## config.mk

```make
export PLATFORM = sky130hd
export DESIGN_NAME = instr_decode
export DESIGN_NICKNAME = d
export VERILOG_FILES = /design/src/rtl/instr_decode.sv
export SDC_FILE = /design/constraint.sdc
export NUM_CORES = 1
export LEC_CHECK = 0
export CAP_MARGIN = 30
export CORE_UTILIZATION = 40
export CTS_CLUSTER_DIAMETER = 120
export DETAILED_ROUTE_END_ITERATION = 12
export PLACE_DENSITY_LB_ADDON = 0.25
export SYNTH_ARGS = -nofsm -noshare
export SYNTH_HDL_FRONTEND = slang
export SYNTH_SLANG_ARGS = --single-unit
export TNS_END_PERCENT = 50
```

## constraint.sdc

```tcl
create_clock -name clk -period 1.2 [get_ports clk]
set_input_delay 0.18 -clock clk [delete_from_list [all_inputs] [get_ports clk]]
set_output_delay 0.18 -clock clk [all_outputs]
set_load 0.01 [all_outputs]
```

## src/rtl/instr_decode.sv

```systemverilog
// Instruction register plus field decoder feeding the CPU control FSM and datapath.
// Optional build macro INSTR_DECODE_LUI_EN turns op 1111 into LUI instead of an illegal encoding.
module instr_decode #(
    parameter int WIDTH = 16
) (
    input  logic             clk,
    input  logic             reset,
    input  logic             i_en,
    input  logic [WIDTH-1:0] mem_data,
    output logic [1:0]       instr_type,
    output logic             wb,
    output logic [3:0]       op,
    output logic [3:0]       ext,
    output logic [3:0]       rdest,
    output logic [3:0]       rsrc,
    output logic [WIDTH-1:0] imm,
    output logic             ir_valid,
    output logic             illegal,
    output logic [15:0]      fetch_count
);

    logic [WIDTH-1:0] ir_q, ir_d;
    logic [1:0]       type_q, type_d;
    logic             wb_q, wb_d;
    logic [WIDTH-1:0] imm_q, imm_d;
    logic             ir_valid_q, ir_valid_d;
    logic             illegal_q, illegal_d;
    logic [15:0]      fetch_count_q, fetch_count_d;

    logic [1:0]       dec_type;
    logic             dec_wb;
    logic [WIDTH-1:0] dec_imm;
    logic             dec_illegal;
    logic [3:0]       m_op, m_ext;
    logic [WIDTH-1:0] imm_sext, imm_zext;

    assign m_op     = mem_data[15:12];
    assign m_ext    = mem_data[7:4];
    assign imm_sext = {{(WIDTH-8){mem_data[7]}}, mem_data[7:0]};
    assign imm_zext = {{(WIDTH-8){1'b0}}, mem_data[7:0]};

    // Decode straight from the memory word so every output is loaded on the capture edge.
    // Illegal encodings keep the NOP defaults and only raise dec_illegal.
    always_comb begin
        dec_type    = 2'b00;
        dec_wb      = 1'b0;
        dec_imm     = '0;
        dec_illegal = 1'b0;
        case (m_op)
            4'h0: begin
                case (m_ext)
                    4'h5, 4'h9, 4'h1, 4'h2, 4'h3, 4'hD: dec_wb = 1'b1;
                    4'hB, 4'h0: dec_wb = 1'b0;
                    default: dec_illegal = 1'b1;
                endcase
            end
            4'h4: begin
                case (m_ext)
                    4'h0: dec_type = 2'b10;
                    4'h4: begin
                        dec_type = 2'b10;
                        dec_wb   = 1'b1;
                    end
                    4'h8: begin
                        dec_type = 2'b11;
                        dec_wb   = 1'b1;
                    end
                    4'hC: dec_type = 2'b11;
                    default: dec_illegal = 1'b1;
                endcase
            end
            4'h5, 4'h9, 4'hD: begin
                dec_type = 2'b01;
                dec_wb   = 1'b1;
                dec_imm  = imm_sext;
            end
            4'h1, 4'h2, 4'h3: begin
                dec_type = 2'b01;
                dec_wb   = 1'b1;
                dec_imm  = imm_zext;
            end
            4'hB: begin
                dec_type = 2'b01;
                dec_imm  = imm_sext;
            end
`ifdef INSTR_DECODE_LUI_EN
            4'hF: begin
                dec_type = 2'b01;
                dec_wb   = 1'b1;
                dec_imm  = {mem_data[7:0], {(WIDTH-8){1'b0}}};
            end
`else
            4'hF: dec_illegal = 1'b1;
`endif
            default: dec_illegal = 1'b1;
        endcase
    end

    always_comb begin
        ir_d          = ir_q;
        type_d        = type_q;
        wb_d          = wb_q;
        imm_d         = imm_q;
        ir_valid_d    = ir_valid_q;
        illegal_d     = illegal_q;
        fetch_count_d = fetch_count_q;
        if (i_en) begin
            ir_d          = mem_data;
            type_d        = dec_type;
            wb_d          = dec_wb;
            imm_d         = dec_imm;
            ir_valid_d    = 1'b1;
            illegal_d     = illegal_q | dec_illegal;
            fetch_count_d = fetch_count_q + 16'd1;
        end
    end

    always_ff @(posedge clk or posedge reset) begin
        if (reset) begin
            ir_q          <= '0;
            type_q        <= 2'b00;
            wb_q          <= 1'b0;
            imm_q         <= '0;
            ir_valid_q    <= 1'b0;
            illegal_q     <= 1'b0;
            fetch_count_q <= 16'd0;
        end else begin
            ir_q          <= ir_d;
            type_q        <= type_d;
            wb_q          <= wb_d;
            imm_q         <= imm_d;
            ir_valid_q    <= ir_valid_d;
            illegal_q     <= illegal_d;
            fetch_count_q <= fetch_count_d;
        end
    end

    assign instr_type  = type_q;
    assign wb          = wb_q;
    assign op          = ir_q[15:12];
    assign ext         = ir_q[7:4];
    assign rdest       = ir_q[11:8];
    assign rsrc        = ir_q[3:0];
    assign imm         = imm_q;
    assign ir_valid    = ir_valid_q;
    assign illegal     = illegal_q;
    assign fetch_count = fetch_count_q;

endmodule

```

==> Flow_metrics.wiki <==
{| class="wikitable"
! Metric !! Value
|-
| Final hold violation count || 0
|-
| Post-layout min period || 1.31 ns
|-
| Height of the chip || 72.9 um
|-
| Net count after synthesis || around 200
|-
| Yosys top cell area share || 0.573
|-
| Clock insertion delay at the later pin of the skew report || approximately 0.29 ns
|-
| Worst slew slack as a fraction of its limit || 0.828
|-
| Clock power share || 0.222
|-
| Via total after detailed routing || 1,656
|-
| Pre-CTS setup slack || -0.395 ns
|-
| Effective utilization at floorplan || 0.420
|-
| Cell type with the largest total area after synthesis || dfrtp_1
|-
| Switching power total || 1290 uW
|-
| Boundary pin count || 72
|-
| Maximum fanout encountered on the critical timing path || 3
|-
| Remaining design rule violation count || 0
|-
| Data required time at the worst endpoint || 1.42 ns
|-
| Slack of the critical path || -0.108 ns
|-
| Synth Area per Inst || 11.0 um^2
|-
| Number of max-slew violations in the final report || 0
|-
| Number of different library cells in the post-synthesis netlist || 34
|-
| Number of synthesized flops with an enable pin || 0
|-
| Area growth syn-to-layout || 56.8%
|-
| Post-CTS Hold Fix Bufs || 0
|-
| Worst supply voltage drop on vdd || 950 uV
|-
| Number of antenna violations at the first check in global routing || 0
|-
| CTS Root Cell || clkbuf_8
|-
| Placer Congestion || 0.841
|-
| Vias per std cell || 4.61
|-
| Internal power of the cells || 3040 uW
|-
| Setup repair after global routing missed its margin || yes
|-
| Highest achievable clock rate || 0.765 GHz
|-
| Startpoint type of the worst setup path || flip-flop
|-
| Flop and latch count out of synthesis || 46
|-
| Arrival @ worst endpoint || 1.53 ns
|-
| Leftover overflow at the end of global routing || 0
|-
| Endpoint kind of the worst setup timing path || flip-flop
|-
| Final Non-Filler Cells || between 300 and 400
|-
| Clock Tree Buf Depth || 2
|-
| Violated checks || negative setup slack
|-
| Vias in the first global route || 1,629
|-
| Worst Clk Skew || 0.00272 ns
|-
| Share of power burned in combinational logic || 0.345
|-
| Most common library cell in the layout ignoring fill and taps || dfrtp_1
|-
| Avg WL per Cell || between 10 and 15 um
|-
| Sequential group share of total power || 0.433
|-
| Post-Synthesis Cells || 183
|-
| Max-Cap Viols || 0
|-
| Die span in x || 72.9 um
|-
| Static Leakage || 0.00159 uW
|-
| Number of rows created at floorplan || 25
|-
| Net total in the final layout || slightly above 300
|-
| Final core occ || 0.659
|-
| Power density over the cells || 1370 mW/mm^2
|-
| Cts bufs inserted || 5
|-
| Dominant synthesized flop cell || dfrtp_1
|-
| Synth top area cells || dfrtp_1, mux2_2, xnor2_1, inv_1, nand2_1
|-
| Transition time at the pin with the least slew margin || around 0.26 ns
|-
| Largest net degree at the start of global routing || 47
|-
| Final total power || 4330 uW
|-
| Post-detailed-route count of antenna-violating nets || 0
|-
| Share of final-layout standard cells stronger than drive strength 1 || 0.305
|-
| Fillers || 413
|-
| Clock tree from TritonCTS || yes
|-
| Fraction of the cycle the final worst path needs || 1.09
|-
| CTS sink cnt || 46
|-
| Port Buffer Count || 71
|-
| Run status || finished with violations
|-
| HPWL after detailed placement || a little over 3000 um
|-
| Overall fraction of global-route tracks in use || 0.190
|-
| Area of the core || roughly 0.0048 mm^2
|-
| Wire length of the first global-routing pass || 7630 um
|-
| Die Outline Area || between 0.005 and 0.006 mm^2
|-
| 1st-iter DRT viols || 70
|-
| Category of the most critical setup path || reg -> reg
|-
| H-tree depth reported by CTS || 2
|-
| Synth warn || 0
|-
| Router iterations before antenna repair || 4
|-
| Sequential fraction of the synthesis area || 0.573
|-
| Final setup violation count || 8
|-
| Commonest non-fill, non-tap cells in the layout || dfrtp_1, dlygate4sd2_1, buf_4
|-
| Number of diodes added for antenna fixing || 0
|-
| Path class of the lowest-slack min-delay path || in -> reg
|-
| FF+latch area || 0.00115 mm^2
|-
| Netlist area before placement || ~0.0020 mm^2
|-
| Fraction of power spent switching nets || 0.297
|-
| Clock transition at the register clock pins on the worst setup and hold paths after CTS || 0.08 ns
|-
| Post-synth ARST share || 1.00
|-
| Area occupied by multi-input gates || 776 um^2
|-
| Wirelength, routed || around 4600 um
|-
| Number of placed cells counting well taps || 337
|}
==> cell type report <==
cell class / instances / area share
sequential: 46 / 0.366
inverter: 21 / 0.0262
timing repair buffer: 113 / 0.306
multi-input combinational: 104 / 0.246
clock buffer: 7 / 0.0274
tap: 67 / 0.0266
clock inverter: 1 / 0.00159
==> power by group through the flow <==
stage | combinational (uW) | clock, uW | sequential, uW
global route | 1610 | 1050 | 1900
global placement | 1240 | 0 | 1950
CTS | 1370 | 985 | 1870
floorplan | 376 | 0 | 2050
finish | 1490 | 963 | 1870
detailed placement | 1260 | 0 | 1950
==> per-layer routing <==
metal  routed length [um]  track usage
met1                 2090        0.248
met4                   63       0.0719
met3                  184       0.0428
met2                 2310        0.309
met5                    0            0
==> Yosys cell counts, drive strengths merged, types with 2 or more instances <==
library cell	number
or2	2
nor2b	3
inv	21
nand4	6
a31oi	2
nand2b	2
xnor2	10
xor2	6
o21ai	11
buf	10
nor4	3
mux2	10
a21oi	3
nand3	5
clkbuf	2
o22ai	8
dfrtp	46
nor2	7
nand2	17
==> final timing paths <==
kind                                start         endpoint  slack (ns)  depth (start not counted)
setup / recovery           fetch_count[1]  fetch_count[12]       -0.11                          6
hold / removal               mem_data[15]         ir_q[15]        0.19                          2
setup reg to reg           fetch_count[1]  fetch_count[12]       -0.11                          6
hold reg to reg                  ir_valid         ir_valid        0.46                          1
max in group asynchronous           reset          imm[14]        0.69                          3
min in group asynchronous           reset   fetch_count[9]        0.29                          3
==> what timing repair did <==
action                     CTS  global route
setup buffers               12             2
pin swaps                    6             6
resized for setup           91            16
setup endpoints to repair   64            23
==> critical path, cell delays in order, from the launching register on <==
cell     delay, ns
dfrtp_1       0.37
buf_6         0.11
ha_4          0.13
nand3_2       0.07
or2_4         0.27
nor3_2        0.13
xor2_1        0.15
==> sequential cells by signal, indices dropped and copies added (netlist names) <==
name	flops
illegal	1
imm	9
fetch_count	16
ir_valid	1
instr_type	2
ir_q	16
wb	1
==> through the flow <==
step	instance area [um^2]	hold slack [ns]	TNS, ns
final	3150	0.189	-0.449
after floorplan	2020	0.197	-0.371
after CTS	3090	0.207	-0.634
after global placement	2970	0.448	-3.34
after detailed placement	2970	0.449	-3.75
after global routing	3150	0.219	-1.25
==> cell families after synthesis <==
family	Yosys count	synth area share
AOI/OAI and AO/OA	28	0.0828
xor gates and xnor gates	16	0.0697
adders and majority gates	1	0.00623
buffers and inverters	33	0.0766
DFF	46	0.573
muxes	11	0.0610
and+or+nand+nor	48	0.131
Power figures use the tool's default switching activity.
==> variant, RTL diff (same flow settings) <==
Reset style: synchronous (`reset`), changed in one clocked block.
--- a/src/rtl/instr_decode.sv
+++ b/src/rtl/instr_decode.sv
@@ -116,5 +116,5 @@
     end
 
-    always_ff @(posedge clk or posedge reset) begin
+    always_ff @(posedge clk) begin
         if (reset) begin
             ir_q          <= '0;
Check against the original RTL: differs if reset is asserted again (counterexample within 4 cycles, from zero or initial values and one cycle with reset high); with reset held inactive, the same outputs for 10 cycles.
==> variant against the original RTL <==
- the flow still finishes with violations (negative setup slack)
- cell area is 5.3% higher
- wire length is 16% higher
- setup slack worse by 0.078 ns
- area after synthesis is 1.7% higher
- sequential cell count stayed put
- global-route usage is 1.4 points higher
- first-iteration DRC count is 34% lower
- critical endpoint is now fetch_count[9]
- highest routed layer unchanged
Power is not compared: it rests on default switching activity, and its combinational part moved more than twofold at a synthesized area within 25%.
==> variant: results (changes against the original RTL) <==
fill count=412 (was 413); area of placed instances=3090 um2 (was 2970 um2); Syn Nets=244 (was 203); worst rel slew slack=65.9% (was 82.8%); sequential cell area fraction in the yosys report=45.0% (was 57.3%); hold path depth=4 (was 2); worst hold path class=in -> reg (unchanged); violated checks=negative setup slack (unchanged); XOR/XNOR share of the synthesized area=2.14% (was 6.97%); clock root buffer=clkbuf_8 (unchanged); worst hold slack=0.242 ns (was 0.189 ns); R2R depth=4 (was 6); Synth Area in Compound Gates=14.6% (was 8.28%); GP Congestion=0.776 (was 0.841); slack of the critical path=-0.186 ns (was -0.108 ns); asr flop ratio synth=0% (was 100%); Synth top cells by count=46 x dfxtp_1, 31 x nor2_1, 18 x a21oi_1 (was 46 x dfrtp_1, 21 x inv_1, 17 x nand2_1); CP max FO=7 (was 3); total wire length=5390 um (was 4650 um); dpl hpwl=3520 um (was 3050 um); initial antenna violation count=0 (unchanged); Nets=346 (was 311); Clock Latency Late Sink=approximately 0.30 ns; Netlist cell types=32 (was 34); mux cell area share after synthesis=10.5% (was 6.10%); Synth area leaders=dfxtp_1 45%, mux2i_1 8.3%, nor2_1 5.7%, a21oi_1 4.4%, o2111ai_1 4.3% (was dfrtp_1 57%, mux2_2 5.6%, xnor2_1 4.4%, inv_1 3.9%, nand2_1 3.2%); outcome=finished, violations left (unchanged); Setup-failing EPs final=12 (was 8); Via Count=1992 (was 1656); first-pass GRT wire length=8450 um (was 7630 um); port buffer count=71 (unchanged); Post-Layout Cell Count=394 (was 359); switch share=25.5%; Tot GR Track Use=20.3% (was 19.0%); Adder-Cell Fraction of Synth Area=0.612% (was 0.623%); Post-Route Skew=0.00409 ns (was 0.00272 ns); layout cell share with drive strength beyond 1=32.1% (was 30.5%); syn_area_per_cell=9.13 um2 (was 11.0 um2); placed insts=377 (was 337); number of global-route vias before repair=1908 (was 1629); Setup Total Neg Slack=-1.46 ns (was -0.449 ns); LEAKAGE=about 1.5 nW; pin count of the biggest net entering global routing=46 (was 47); Worst EP arrival=1.61 ns (was 1.53 ns); Diodes inserted=0 (unchanged); DR iter-0 viols=46 (was 70); clock transition at the registers of the reported paths=0.08 ns (about the same)
-- variant: cell types whose count changed in the layout (fill, tap and decap cells not counted), sizes merged, moves of 10 or more --
cell / before / now
a21oi: 3 / 18
dfrtp: 46 / 0
dfxtp: 0 / 46
inv: 20 / 3
mux2i: 1 / 17
nand2: 17 / 5
nor2: 7 / 31
o2111ai: 0 / 10
-- variant: what timing repair did --
item / CTS / global route
buffers inserted: 2 / 6
pin swaps: 12 / 8
gates cloned: 1 / 0
setup endpoints to repair: 64 / 23
gates resized for setup: 89 / 28
-- variant: final cells by class --
cell class              instances  share of cell area (%)
multi-input cells             152                    34.7
repair buffers                118                    30.7
inverters                       3                   0.339
clock inverters                 1                   0.151
well taps                      67                    2.53
clock buffers                   7                    2.60
flip-flops and latches         46                    29.0
-- variant: power by group through the flow --
stage                     registers [mW]  logic, mW  clock network, mW
after floorplan                     1.67      0.195                  0
after global placement              1.64      0.499                  0
after detailed placement            1.64      0.504                  0
after CTS                           1.61      0.464               1.02
after global routing                1.61      0.509               1.06
final                               1.60      0.464              0.988
-- variant: layer usage --
| layer | up-vias | share of wire, % | global-route usage, % |
|---|---|---|---|
| li1 | 998 | - | - |
| met1 | 932 | 43 | 23.4 |
| met2 | 53 | 50 | 35.5 |
| met3 | 9 | 4.7 | 4.53 |
| met4 | 0 | 1.7 | 9.83 |
| met5 | - | 0 | 0 |
-- variant: worst max-delay path, cell delays in order, from the launching register on --
cell	delay [ns]
dfxtp_4	0.37
nand4_1	0.10
buf_6	0.16
or4_1	0.51
a21oi_1	0.17
-- variant: per-stage QoR --
step	setup WS, ns	utilization [%]
detailed placement	-0.304	64.2
CTS	-0.168	65.7
floorplan	-0.161	-
global placement	-0.243	64.2
finish	-0.186	68.9
global route	-0.257	68.9
-- variant: cells by family (layout without fill, tap and decap cells) --
logic type               Yosys count  in the layout
AND/OR/NAND/NOR                   79             80
flip-flops                        46             46
AO/OA/AOI/OAI                     45             45
buffers and inverters             27            129
multiplexers                      21             21
XOR/XNOR                           5              5
adder cells (fa/ha/maj)            1              1
-- variant: path summary, 6_finish.rpt --
path                  start              to
max          fetch_count[2]  fetch_count[9]
min reg2reg          imm[1]          imm[1]
max reg2reg  fetch_count[2]  fetch_count[9]
min                    i_en  fetch_count[4]
